## src/rtl/video_fb_read_sched_pkg.sv

```systemverilog
// Shared state encodings and elaboration-time helpers for the framebuffer
// read scheduler.
package video_fb_pkg;

   typedef logic [2:0] state_t;

   localparam state_t S_IDLE   = 3'd0;
   localparam state_t S_FLUSH  = 3'd1;
   localparam state_t S_CREDIT = 3'd2;
   localparam state_t S_ISSUE  = 3'd3;
   localparam state_t S_DONE   = 3'd4;

   localparam int unsigned CMD_LEN_W = 8;

   function automatic int unsigned bursts_per_line(input int unsigned h_visible,
                                                   input int unsigned burst_pix);
      return h_visible / burst_pix;
   endfunction

   function automatic int unsigned burst_bytes(input int unsigned burst_pix,
                                               input int unsigned bytes_per_pix);
      return burst_pix * bytes_per_pix;
   endfunction

   function automatic bit line_splits_evenly(input int unsigned h_visible,
                                             input int unsigned burst_pix);
      return (h_visible % burst_pix) == 0;
   endfunction

endpackage

```

## src/rtl/video_fb_read_sched_if.sv

```systemverilog
// Read-command bus between the scheduler (master) and the DDR read master.
interface video_fb_read_sched_if
   import video_fb_pkg::*;
#(
   parameter int unsigned ADDR_W = 32
);
   logic                 cmd_valid;
   logic                 cmd_ready;
   logic [ADDR_W-1:0]    cmd_addr;
   logic [CMD_LEN_W-1:0] cmd_len;

   modport master (output cmd_valid, output cmd_addr, output cmd_len, input cmd_ready);
   modport slave  (input cmd_valid, input cmd_addr, input cmd_len, output cmd_ready);
endinterface

```

## src/rtl/video_fb_read_sched_addr_gen.sv

```systemverilog
// Burst/line position counters and the running burst address, built from
// accumulators only.
module video_fb_addr_gen #(
   parameter int unsigned        ADDR_W          = 32,
   parameter logic [ADDR_W-1:0]  FB_BASE         = '0,
   parameter int unsigned        LINE_STRIDE     = 8192,
   parameter int unsigned        BURST_BYTES     = 256,
   parameter int unsigned        BURSTS_PER_LINE = 30,
   parameter int unsigned        V_VISIBLE       = 1080
) (
   input  logic              pixel_clock,
   input  logic              reset,
   input  logic              load,
   input  logic              advance,
   output logic [ADDR_W-1:0] addr,
   output logic              last_burst,
   output logic              last_line
);
   localparam int unsigned BW = (BURSTS_PER_LINE > 1) ? $clog2(BURSTS_PER_LINE) : 1;
   localparam int unsigned LW = (V_VISIBLE > 1) ? $clog2(V_VISIBLE) : 1;

   localparam logic [BW-1:0]     BURST_LAST = BW'(BURSTS_PER_LINE - 1);
   localparam logic [LW-1:0]     LINE_LAST  = LW'(V_VISIBLE - 1);
   localparam logic [ADDR_W-1:0] STRIDE_A   = ADDR_W'(LINE_STRIDE);
   localparam logic [ADDR_W-1:0] BURST_A    = ADDR_W'(BURST_BYTES);

   logic [BW-1:0]     burst_idx;
   logic [LW-1:0]     line_idx;
   logic [ADDR_W-1:0] line_base;

   assign last_burst = (burst_idx == BURST_LAST);
   assign last_line  = (line_idx == LINE_LAST);

   always_ff @(posedge pixel_clock) begin
      if (reset) begin
         burst_idx <= '0;
         line_idx  <= '0;
         line_base <= '0;
         addr      <= '0;
      end else if (load) begin
         burst_idx <= '0;
         line_idx  <= '0;
         line_base <= FB_BASE;
         addr      <= FB_BASE;
      end else if (advance) begin
         if (last_burst) begin
            // new line: both accumulators jump to the next line start
            burst_idx <= '0;
            line_idx  <= last_line ? '0 : line_idx + LW'(1);
            line_base <= line_base + STRIDE_A;
            addr      <= line_base + STRIDE_A;
         end else begin
            burst_idx <= burst_idx + BW'(1);
            addr      <= addr + BURST_A;
         end
      end
   end

endmodule

```

## src/rtl/video_fb_read_sched.sv

```systemverilog
// Framebuffer read scheduler: one burst command per line segment, frame
// started by a vsync rising edge and throttled by line-FIFO credit.
module video_fb_read_sched
   import video_fb_pkg::*;
#(
   parameter int unsigned       H_VISIBLE     = 1920,
   parameter int unsigned       V_VISIBLE     = 1080,
   parameter int unsigned       BURST_PIX     = 64,
   parameter int unsigned       BYTES_PER_PIX = 4,
   parameter int unsigned       LINE_STRIDE   = 8192,
   parameter int unsigned       ADDR_W        = 32,
   parameter logic [ADDR_W-1:0] FB_BASE       = '0,
   parameter int unsigned       FIFO_DEPTH    = 512,
   parameter int unsigned       LVL_W         = 10
) (
   input  logic                    pixel_clock,
   input  logic                    reset,
   input  logic                    enable,
   input  logic                    fbc_vsync,
   input  logic [LVL_W-1:0]        fifo_level,
   input  logic                    rd_beat,
   video_fb_read_sched_if.master   cmd,
   output logic                    fifo_flush,
   output logic                    frame_done,
   output logic                    busy,
   output logic [7:0]              abort_cnt
);
   localparam int unsigned BURSTS_PER_LINE = bursts_per_line(H_VISIBLE, BURST_PIX);
   localparam int unsigned BURST_BYTES     = burst_bytes(BURST_PIX, BYTES_PER_PIX);

   if (!line_splits_evenly(H_VISIBLE, BURST_PIX)) begin : g_bad_h_visible
      $error("H_VISIBLE must be a multiple of BURST_PIX");
   end

   localparam int unsigned        SW        = LVL_W + 2;
   localparam logic [LVL_W-1:0]   BURST_LVL = LVL_W'(BURST_PIX);
   localparam logic [LVL_W-1:0]   BURST_M1  = LVL_W'(BURST_PIX - 1);

   state_t           state;
   state_t           state_nxt;
   logic             vs_q;
   logic             vs_rise;
   logic             accept;
   logic             abort_pend;
   logic             abort_hit;
   logic             credit_ok;
   logic [SW-1:0]    credit_sum;
   logic [LVL_W-1:0] outstanding;
   logic             last_burst;
   logic             last_line;

   assign vs_rise    = fbc_vsync & ~vs_q;
   assign accept     = (state == S_ISSUE) & cmd.cmd_ready;
   assign credit_sum = SW'(fifo_level) + SW'(outstanding) + SW'(BURST_PIX);
   assign credit_ok  = (credit_sum <= SW'(FIFO_DEPTH));
   assign abort_hit  = vs_rise & ((state == S_CREDIT) | ((state == S_ISSUE) & ~abort_pend));

   assign cmd.cmd_valid = (state == S_ISSUE);
   assign cmd.cmd_len   = CMD_LEN_W'(BURST_PIX - 1);
   assign fifo_flush    = (state == S_FLUSH);
   assign busy          = (state == S_FLUSH) | (state == S_CREDIT) | (state == S_ISSUE);

   always_comb begin
      state_nxt = state;
      case (state)
         S_IDLE:   if (vs_rise && enable) state_nxt = S_FLUSH;
         S_FLUSH:  state_nxt = S_CREDIT;
         S_CREDIT: begin
            if (vs_rise)        state_nxt = S_FLUSH;
            else if (credit_ok) state_nxt = S_ISSUE;
         end
         S_ISSUE: begin
            // an early vsync lets the pending handshake finish before restarting
            if (accept) begin
               if (abort_pend || vs_rise)        state_nxt = S_FLUSH;
               else if (last_burst && last_line) state_nxt = S_DONE;
               else                              state_nxt = S_CREDIT;
            end
         end
         S_DONE:   if (vs_rise) state_nxt = enable ? S_FLUSH : S_IDLE;
         default:  state_nxt = S_IDLE;
      endcase
   end

   always_ff @(posedge pixel_clock) begin
      if (reset) begin
         state       <= S_IDLE;
         vs_q        <= 1'b0;
         abort_pend  <= 1'b0;
         abort_cnt   <= '0;
         frame_done  <= 1'b0;
         outstanding <= '0;
      end else begin
         state      <= state_nxt;
         vs_q       <= fbc_vsync;
         frame_done <= accept & last_burst & last_line & ~abort_pend & ~vs_rise;

         if (abort_hit && (abort_cnt != '1)) abort_cnt <= abort_cnt + 8'd1;

         if (state == S_FLUSH)
            abort_pend <= 1'b0;
         else if ((state == S_ISSUE) && vs_rise && !accept)
            abort_pend <= 1'b1;

         if (state == S_FLUSH) begin
            outstanding <= '0;
         end else begin
            case ({accept, rd_beat})
               2'b10:   outstanding <= outstanding + BURST_LVL;
               2'b11:   outstanding <= outstanding + BURST_M1;
               2'b01:   if (outstanding != '0) outstanding <= outstanding - LVL_W'(1);
               default: outstanding <= outstanding;
            endcase
         end
      end
   end

   video_fb_addr_gen #(
      .ADDR_W          (ADDR_W),
      .FB_BASE         (FB_BASE),
      .LINE_STRIDE     (LINE_STRIDE),
      .BURST_BYTES     (BURST_BYTES),
      .BURSTS_PER_LINE (BURSTS_PER_LINE),
      .V_VISIBLE       (V_VISIBLE)
   ) u_addr_gen (
      .pixel_clock (pixel_clock),
      .reset       (reset),
      .load        (state == S_FLUSH),
      .advance     (accept),
      .addr        (cmd.cmd_addr),
      .last_burst  (last_burst),
      .last_line   (last_line)
   );

endmodule

```

## src/flat_wrapper.sv

```systemverilog
// flat-port wrapper written by rule: the top's interface ports become plain ports
module video_fb_read_sched_flat import video_fb_pkg::*;
#(
   parameter int unsigned       H_VISIBLE     = 1920,
   parameter int unsigned       V_VISIBLE     = 1080,
   parameter int unsigned       BURST_PIX     = 64,
   parameter int unsigned       BYTES_PER_PIX = 4,
   parameter int unsigned       LINE_STRIDE   = 8192,
   parameter int unsigned       ADDR_W        = 32,
   parameter logic [ADDR_W-1:0] FB_BASE       = '0,
   parameter int unsigned       FIFO_DEPTH    = 512,
   parameter int unsigned       LVL_W         = 10
)
  (pixel_clock, reset, enable, fbc_vsync, fifo_level, rd_beat, fifo_flush, frame_done, busy, abort_cnt, cmd_cmd_valid, cmd_cmd_addr, cmd_cmd_len, cmd_cmd_ready);
  video_fb_read_sched_if #(.ADDR_W(ADDR_W)) cmd_i ();
  input  logic pixel_clock;
  input  logic reset;
  input  logic enable;
  input  logic fbc_vsync;
  input  logic [LVL_W-1:0] fifo_level;
  input  logic rd_beat;
  output logic fifo_flush;
  output logic frame_done;
  output logic busy;
  output logic [7:0] abort_cnt;
  output wire logic [$bits(cmd_i.cmd_valid)-1:0] cmd_cmd_valid;
  output wire logic [$bits(cmd_i.cmd_addr)-1:0] cmd_cmd_addr;
  output wire logic [$bits(cmd_i.cmd_len)-1:0] cmd_cmd_len;
  input wire logic [$bits(cmd_i.cmd_ready)-1:0] cmd_cmd_ready;
  assign cmd_cmd_valid = cmd_i.cmd_valid;
  assign cmd_cmd_addr = cmd_i.cmd_addr;
  assign cmd_cmd_len = cmd_i.cmd_len;
  assign cmd_i.cmd_ready = cmd_cmd_ready;
  video_fb_read_sched #(.H_VISIBLE(H_VISIBLE), .V_VISIBLE(V_VISIBLE), .BURST_PIX(BURST_PIX), .BYTES_PER_PIX(BYTES_PER_PIX), .LINE_STRIDE(LINE_STRIDE), .ADDR_W(ADDR_W), .FB_BASE(FB_BASE), .FIFO_DEPTH(FIFO_DEPTH), .LVL_W(LVL_W)) u_core (.pixel_clock(pixel_clock), .reset(reset), .enable(enable), .fbc_vsync(fbc_vsync), .fifo_level(fifo_level), .rd_beat(rd_beat), .cmd(cmd_i), .fifo_flush(fifo_flush), .frame_done(frame_done), .busy(busy), .abort_cnt(abort_cnt));
endmodule
```

## config.mk

```make
export PLATFORM = sky130hd
export DESIGN_NAME = video_fb_read_sched_flat
export DESIGN_NICKNAME = d
export VERILOG_FILES = /design/src/rtl/video_fb_read_sched_pkg.sv /design/src/rtl/video_fb_read_sched_if.sv /design/src/rtl/video_fb_read_sched_addr_gen.sv /design/src/rtl/video_fb_read_sched.sv /design/src/flat_wrapper.sv
export SDC_FILE = /design/constraint.sdc
export NUM_CORES = 1
export LEC_CHECK = 0
export CAP_MARGIN = 20
export CELL_PAD_IN_SITES_DETAIL_PLACEMENT = 1
export CELL_PAD_IN_SITES_GLOBAL_PLACEMENT = 2
export CORE_ASPECT_RATIO = 1.75
export CORE_MARGIN = 3
export CORE_UTILIZATION = 33
export DETAILED_ROUTE_END_ITERATION = 12
export MAX_ROUTING_LAYER = met4
export PLACE_DENSITY_LB_ADDON = 0.1
export SLEW_MARGIN = 5
export SYNTH_ARGS = -nofsm -noshare
export SYNTH_HDL_FRONTEND = slang
export SYNTH_SLANG_ARGS = --single-unit
export TNS_END_PERCENT = 30
```

## constraint.sdc

```tcl
create_clock -name pixel_clock -period 3.29 [get_ports pixel_clock]
set_input_delay 0.987 -clock pixel_clock [delete_from_list [all_inputs] [get_ports pixel_clock]]
set_output_delay 0.987 -clock pixel_clock [all_outputs]
set_load 0.01 [all_outputs]
```

Word level (Yosys, flattened, before mapping). Index checks and enable logic that the tools add are counted.

$add $sub $neg: 10. $mul: 0. Div/mod/pow operators: 0. $lt $le $gt $ge: 1. Equal/unequal tests: 15. Shift operators: 0. Muxes and demuxes: 14. Bitwise operators: 14. Reduce and logical (&&, ||, !) cells: 14.

Operators by type and width (count): $add 32x14->32 const B (1); $add 32x9->32 const B (1); $mux 32 (1); $pmux 10 s3 (1); $mux 3 (7); $pmux 3 s5 (1); $add 12x7->12 const B (1); $le 12x10->1 const B (1); $add 10x10->11 (1); $add 11x1->11 const B (1); $eq 11x11->1 const B (1); $mux 11 (1); $add 10x6->10 const B (1); $add 10x7->10 const B (1); $mux 10 (1); $reduce_bool 10->1 (1); $sub 10x1->10 const B (1); $add 8x1->8 const B (1); $and 1x1->1 (8); $ne 2x1->1 const B (4); $ne 8x8->1 const B (1); $eq 3x2->1 const B (2); $add 5x1->5 const B (1); $eq 5x5->1 const B (1); 17 further kinds (27).

Bits in registers: 104. Bits in latches: 0. Memory bits (writable): 0. ROM bits: 0. Input port bits: 16. Output and inout port bits: 52. Logic and storage cells: 78. Memories: 0.

Longest topological paths before layout. Gate-level depths: netlist of the first run.

Word-level depth: 6. Depth in mapped cells: 11.

Hierarchy. Synthesis of the first run repeated with hierarchy kept, for this count alone.

Cells, all modules: 661. Area total of the unflattened synthesis: 5449.0 um2.

Modules (own cells, without submodules): video_fb_addr_gen (times used 1, cells an instance 403, area an instance 3316.9 um2, seq. area each 1181.1 um2); video_fb_read_sched (times used 1, cells an instance 258, area an instance 2132.0 um2, seq. area each 480.5 um2).

Least setup slack after synthesis of the first run. OpenSTA, ideal clock, no wires.

Kind: input -> register. Start: in fifo_level[0]. End: reg u_core.state[0]. Data arrival time: 2794 ps. Path slack: 401 ps. Stages: 7. Cell sequence: ha_1 fa_1 xor2_1 or4_1 a311oi_1 o311ai_1 a221oi_1.

Word-level cells in the longest chain between the ends: 5.

RTL lines: start: declaration (line flat_wrapper.sv:20) `input logic [LVL_W-1:0] fifo_level;`; $add 10x10->11 (line video_fb_read_sched.sv:54) `assign credit_sum = SW'(fifo_level) + SW'(outstanding) + SW'(BURST_PIX);`; $add 12x7->12 (line video_fb_read_sched.sv:54); $le 12x10->1 (line video_fb_read_sched.sv:55) `assign credit_ok = (credit_sum <= SW'(FIFO_DEPTH));`; $ne 3x1->1 (no source line); $reduce_and 4->1 (no source line); end signal: assignment (line video_fb_read_sched.sv:94) `state <= state_nxt;`; end: declaration (line video_fb_read_sched.sv:39) `state_t state;`.

Every way passes these cells. A chain may end at the register's enable or synchronous reset.

Worst setup path after layout of the first run. Ends and elaborated chain as after synthesis.

==> impl_metrics.env, run 1 <==
export IMPL_grt_max_degree=36
export IMPL_synth_async_sr_flop_share=0
export IMPL_antenna_cells=0
export IMPL_critPathArrivalTime_ns=3.41
export IMPL_pwr_share_comb=0.347
export IMPL_dp_hpwl_mm=11.5
export IMPL_clk_path_buf_depth=2
export IMPL_internal_power_uw=2300
export IMPL_grt_remaining_overflow=0
export IMPL_clkSinkCount=83
export IMPL_drtIter0Drc=46
export IMPL_postRouteAntennaNets=0
export IMPL_grt_antenna_before_repair=0
export IMPL_grt_pass1_vias=5184
export IMPL_dr_pass1_iters=4
export IMPL_whs_path_depth=2
export IMPL_initial_core_util=0.339
export IMPL_viasPerCell=5.35
export IMPL_io_pins=68
export IMPL_final_util=0.413
export IMPL_path_max_fanout=2
export IMPL_final_nets=740
export IMPL_max_cap_viol_count=0
export IMPL_yosys_top_cells_count="95 x nor2_1, 83 x dfxtp_1, 57 x nand2_1, 42 x a21oi_1, 36 x xor2_1"
export IMPL_synthFlopType="dfxtp_1"
export IMPL_yosysTopAreaCell="dfxtp_1"
export IMPL_setup_viol_count_final=0
export IMPL_required_ns=3.53
export IMPL_clk_latency_ns=0.34
export IMPL_fmax_ghz=0.316
export IMPL_period_minus_slack_ns=3.17
export IMPL_regToRegEndpoint="u_core.state[0]$_SDFFE_PP0P_"
export IMPL_drive_gt1_frac=0.0977
export IMPL_synth_top_area_frac=0.327
export IMPL_ctsHoldBuffers=0
export IMPL_peakVddDrop_mv=0.283
export IMPL_synth_edf_count=0
export IMPL_rows=59
export IMPL_fillerInstances=1811
export IMPL_synthCells=639
export IMPL_hold_worst_slack_ns=0.503
export IMPL_die_area_um2=17000
export IMPL_ys_top_cells_by_area="dfxtp_1 33%, nor2_1 7.0%, xor2_1 6.2%"
export IMPL_drv_slew=0
export IMPL_status="finished, final reports clean"
export IMPL_vias=4758
export IMPL_placedInstanceArea_um2=5830
export IMPL_path_class="in -> reg"
export IMPL_wl_per_cell_um=17.1
export IMPL_cts_resized=0
export IMPL_relSlewSlack=0.570
export IMPL_post_cts_setup_buffer_count=0
export IMPL_crit_slowest_cell="clkdlybuf4s50_1"
export IMPL_tritoncts="built"
export IMPL_dp_cells=873
export IMPL_p_leak_uw=0.00222
export IMPL_max_stage_delay_ns=0.41
export IMPL_r2r_cells=9
export IMPL_tns_ns=0
export IMPL_place_congestion=0.854
export IMPL_die_width_um=99.8
export IMPL_rrSetupSlack_ns=0.80
export IMPL_hold_path_class="reg -> reg"
export IMPL_die_h_um=170
export IMPL_worst_path_buf_inv=2
export IMPL_worst_clock_skew_ns=0.00906
export IMPL_ys_seq_area_frac=0.327
export IMPL_synth_area_per_cell_um2=7.95
export IMPL_syn_cell_area_um2=5080
export IMPL_clock_power_share=0.317
export IMPL_grt_first_pass_wirelength_mm=25.4
export IMPL_core_um2=15000
export IMPL_ys_ff_latch=83
export IMPL_switching_share=0.355
export IMPL_synth_distinct_cells=74
export IMPL_endpoint_kind="flop"
export IMPL_grt_setup_unrepaired="no"
export IMPL_wl_mm=15.2
export IMPL_synth_yosys_warnings=0
export IMPL_stdcell_area_um2=6180
export IMPL_numPortBuffers=51
export IMPL_clkTransAtPathRegs_ns=0.06
export IMPL_fin_cells=889
export IMPL_drc=0
export IMPL_crit_chain="clkdlybuf4s50_1 -> ha_1 -> fa_1 -> buf_4 -> a21oi_1 -> nor3b_1 -> o31a_1 -> o311ai_2 -> o311ai_1 -> a221oi_1"
export IMPL_p_switching_uw=1260
export IMPL_regToRegStartpoint="u_core.outstanding[0]$_SDFFE_PP0P_"
export IMPL_critPathLaunchType="input port"
export IMPL_min_from="u_core.u_addr_gen.line_base[14]$_SDFFE_PP0P_"
export IMPL_hold_viol=0
export IMPL_min_to="u_core.u_addr_gen.line_base[14]$_SDFFE_PP0P_"
export IMPL_power_frac_seq=0.336
export IMPL_worstMarginPinSlew_ns=0.640
export IMPL_powerDensity_nw_per_um2=576
export IMPL_htree_levels=3
export IMPL_syn_to_final_growth_pct=21.6
export IMPL_cts_buffers=9
export IMPL_crit_family="compound AO/OA/AOI/OAI gates"
export IMPL_post_route_period_util=0.963
export IMPL_yosys_cell_count_top_type="nor2_1"
export IMPL_track_usage=0.190
export IMPL_ctsRootBufferMaster="clkbuf_16"
-- tightest hold or removal path, stage by stage (launching register included) --
cell	delay [ns]
dfxtp_1	0.34
nand2_1	0.07
a21oi_1	0.05
-- worst max path at each step --
stage	startpoint	end	slack, ns	cells after the start
global route	fifo_level[0]	u_core.state[0]$_SDFFE_PP0P_	0.02	10
CTS	fifo_level[0]	u_core.state[0]$_SDFFE_PP0P_	0.06	8
floorplan	fifo_level[0]	u_core.state[0]$_SDFFE_PP0P_	0.40	7
finish	fifo_level[0]	u_core.state[0]$_SDFFE_PP0P_	0.12	10
detailed placement	fifo_level[0]	u_core.state[0]$_SDFFE_PP0P_	-0.28	8
global placement	fifo_level[0]	u_core.state[0]$_SDFFE_PP0P_	-0.26	8
-- cells in the final DEF (no fill, tap or decap), types with 3 or more instances in the layout --
cell             instances
nor2_1                  95
dfxtp_1                 83
nand2_1                 57
clkdlybuf4s50_1         51
a21oi_1                 41
xor2_1                  36
nand3_1                 29
nor3_1                  28
buf_4                   28
xnor2_1                 27
o21ai_0                 26
ha_1                    22
nand4_1                 18
conb_1                  16
inv_1                   15
clkbuf_16                9
a211oi_1                 6
or3_1                    6
and4_1                   5
nor2b_1                  5
o31ai_1                  5
nor4_1                   4
or2_2                    4
o211ai_1                 4
nand2b_1                 4
a21o_1                   4
o22ai_1                  4
nor3b_1                  3
o21a_1                   3
or4_1                    3
-- state kept, by name, indices dropped and copies added (netlist names), 3 cells and up --
register and count:
u_core.u_addr_gen.addr 24, u_core.u_addr_gen.line_base 19, u_core.abort_cnt 8, u_core.u_addr_gen.line_idx 11, u_core.state 3, u_core.u_addr_gen.burst_idx 5
u_core.outstanding 10
-- power groups by stage --
stage	logic [uW]	clock network, uW	registers (uW)
floorplan	892	0	1160
global placement	1200	0	1220
detailed placement	1220	0	1220
CTS	1230	1160	1200
global route	1410	1200	1210
finish	1230	1130	1200
-- layout make-up --
| class | count | area [um^2] | share of cell area |
|---|---|---|---|
| clock buffers | 11 | 243 | 0.0393 |
| flip-flops and latches | 83 | 1660 | 0.269 |
| repair buffers | 79 | 721 | 0.117 |
| multi-input cells | 512 | 3180 | 0.515 |
| clock inverters | 5 | 85.1 | 0.0138 |
| inverters | 16 | 60.1 | 0.00971 |
| well taps | 183 | 229 | 0.0370 |
-- stage by stage --
step / power [uW] / setup slack (ns)
after floorplan: 2050 / 0.401
after global placement: 2410 / -0.263
after detailed placement: 2440 / -0.281
after CTS: 3590 / 0.0646
after global routing: 3820 / 0.0176
final: 3560 / 0.122
-- logic make-up (layout without fill, tap and decap cells) --
family,count (synthesis),count (layout),synth area share
xor gates and xnor gates,63,63,0.109
DFF,83,83,0.327
adders and majority gates,23,23,0.0581
and+or+nand+nor,282,282,0.280
buffers and inverters,58,111,0.0615
other,2,16,0.00148
muxes,3,3,0.00615
AOI/OAI and AO/OA,125,125,0.157
-- metal layers --
metal	up-vias	GRT usage	share of wire	routed length, um
li1	2356	-	-	-
met1	2320	0.194	0.40	6000
met2	58	0.364	0.57	8620
met3	24	0.0221	0.018	276
met4	0	0.0660	0.020	298
met5	-	-	0	0
Note: power is estimated with default switching activity, not from simulation.
==> run 2, diff against run 1 <==
Settings changed: SETUP_SLACK_MARGIN from default to 0.05.
==> run 2 against run 1 <==
  * Worst hold slack about the same
  * Register-to-register slack better by 0.06 ns
  * First-iteration DRC count up 33%
  * Final cell count unchanged
  * Critical endpoint unchanged
  * Highest routed layer unchanged
  * Largest power group unchanged
  * Largest cell class unchanged
  * Global-route usage unchanged
==> impl_metrics.env, run 2 (synthesized netlist as in run 1, its figures left out) <==
export IMPL_status="finished, final reports clean"
export IMPL_clock_power_share=0.316
export IMPL_top_regs="u_core.u_addr_gen.addr: 24 flops, u_core.u_addr_gen.line_base: 19 flops, u_core.u_addr_gen.line_idx: 11 flops"
export IMPL_p_switching_uw=1270
export IMPL_endpoint_kind="flop"
export IMPL_grt_pass1_vias=5184
export IMPL_die_width_um=99.8
export IMPL_critPathLaunch="fifo_level[0]"
export IMPL_initial_core_util=0.339
export IMPL_grt_max_degree=36
export IMPL_crit_end="u_core.state[0]$_SDFFE_PP0P_"
export IMPL_r2r_cells=6
export IMPL_tritoncts="built"
export IMPL_antenna_cells=0
export IMPL_io_pins=68
export IMPL_vias=4755
export IMPL_internal_power_uw=2300
export IMPL_postRouteAntennaNets=0
export IMPL_worstMarginPinSlew_ns=0.640
export IMPL_fillerInstances=1809
export IMPL_layout_commonest_cell="nor2_1"
export IMPL_drc=0
export IMPL_syn_to_final_growth_pct=21.8
export IMPL_power_frac_seq=0.335
export IMPL_worst_clock_skew_ns=0.00912
export IMPL_dp_hpwl_mm=11.5
export IMPL_cts_buffers=9
export IMPL_hold_viol=0
export IMPL_htree_levels=3
export IMPL_drive_gt1_frac=0.101
export IMPL_post_cts_setup_buffer_count=0
export IMPL_pwr_share_comb=0.348
export IMPL_ctsHoldBuffers=0
export IMPL_post_route_period_util=0.941
export IMPL_grt_antenna_before_repair=0
export IMPL_required_ns=3.53
export IMPL_regMostFlops="u_core.u_addr_gen.addr"
export IMPL_peakVddDrop_mv=0.283
export IMPL_rows=59
export IMPL_fmax_ghz=0.323
export IMPL_regToRegEndpoint="u_core.state[0]$_SDFFE_PP0P_"
export IMPL_drtIter0Drc=61
export IMPL_final_nets=740
export IMPL_hold_worst_slack_ns=0.503
export IMPL_largest_reg_flops=24
export IMPL_grt_remaining_overflow=0
export IMPL_ctsRootBufferMaster="clkbuf_16"
export IMPL_wl_mm=15.2
export IMPL_die_h_um=170
export IMPL_grt_first_pass_wirelength_mm=25.4
export IMPL_dr_pass1_iters=4
export IMPL_min_from="u_core.u_addr_gen.line_base[14]$_SDFFE_PP0P_"
export IMPL_die_area_um2=17000
export IMPL_clk_latency_ns=0.34
export IMPL_clkTransAtPathRegs_ns=0.06
export IMPL_clkSinkCount=83
export IMPL_track_usage=0.190
export IMPL_wl_per_cell_um=17.1
export IMPL_viasPerCell=5.35
export IMPL_regToRegStartpoint="u_core.outstanding[0]$_SDFFE_PP0P_"
export IMPL_cts_resized=0
export IMPL_mostFrequentLayoutCells="95 x nor2_1, 83 x dfxtp_1, 57 x nand2_1"
export IMPL_critPathArrivalTime_ns=3.33
export IMPL_powerDensity_nw_per_um2=577
export IMPL_switching_share=0.356
export IMPL_grt_setup_unrepaired="no"
export IMPL_relSlewSlack=0.570
export IMPL_core_um2=15000
export IMPL_p_leak_uw=0.00222
export IMPL_hold_path_class="reg -> reg"
export IMPL_placedInstanceArea_um2=5830
export IMPL_critPathLaunchType="input port"
export IMPL_setup_viol_count_final=0
export IMPL_numPortBuffers=51
export IMPL_place_congestion=0.854
export IMPL_stdcell_area_um2=6190
export IMPL_period_minus_slack_ns=3.10
export IMPL_path_class="in -> reg"
export IMPL_clk_path_buf_depth=2
export IMPL_rrSetupSlack_ns=0.86
export IMPL_drv_slew=0
export IMPL_path_max_fanout=2
export IMPL_final_util=0.413
export IMPL_max_cap_viol_count=0
## run 2: cell count changes in the layout (fill, tap and decap cells not counted)
cell	before	now
fa_1	1	0
fa_2	0	1
a21oi_1	41	40
a21oi_2	2	3
## run 2: power by group through the flow
stage                     Clock [uW]  Combinational, uW  Sequential (uW)
after floorplan                    0                892             1160
after global placement             0               1200             1220
after detailed placement           0               1220             1220
after CTS                       1160               1230             1200
after global routing            1200               1420             1210
final                           1130               1240             1200
## run 2: worst min-delay path by stage
stage,cells after the start,slack (ns),to
floorplan,2,0.45,u_core.abort_pend$_SDFFE_PP0P_
global placement,1,0.49,u_core.u_addr_gen.line_base[30]$_SDFFE_PP0P_
detailed placement,2,0.50,u_core.u_addr_gen.line_base[14]$_SDFFE_PP0P_
CTS,2,0.51,u_core.u_addr_gen.line_base[14]$_SDFFE_PP0P_
global route,2,0.55,u_core.u_addr_gen.addr[9]$_SDFFE_PP0P_
finish,2,0.50,u_core.u_addr_gen.line_base[14]$_SDFFE_PP0P_
## run 2: per-layer routing
metal,up-vias,wire (um),track usage
li1,2352,-,-
met1,2319,6010,0.194
met2,60,8640,0.364
met3,24,280,0.0221
met4,0,298,0.0660
met5,-,0,-
## run 2: stage by stage
stage          TNS [ns]  cells  worst slack (ns)  total power, uW
2_1_floorplan         0    653             0.401             2050
3_3_place_gp     -0.263    873            -0.263             2410
3_5_place_dp     -0.281    873            -0.281             2440
4_1_cts               0    889            0.0646             3590
5_1_grt               0    889            0.0642             3830
6_report              0    889             0.194             3570
## run 2: final cells by class
type                       count  area [um^2]  share of cell area
tap                          183          229              0.0370
multi-input combinational    512         3190               0.515
sequential                    83         1660               0.268
clock buffer                  11          243              0.0392
clock inverter                 5         85.1              0.0137
timing repair buffer          79          721               0.116
inverter                      16         60.1             0.00970
## run 2: critical path, cell delays in order
cell,delay (ns)
clkdlybuf4s50_1,0.41
ha_1,0.23
fa_2,0.36
buf_4,0.15
a211o_1,0.31
a21oi_2,0.18
o2bb2ai_1,0.16
xor2_1,0.17
o311ai_1,0.10
a221oi_1,0.28
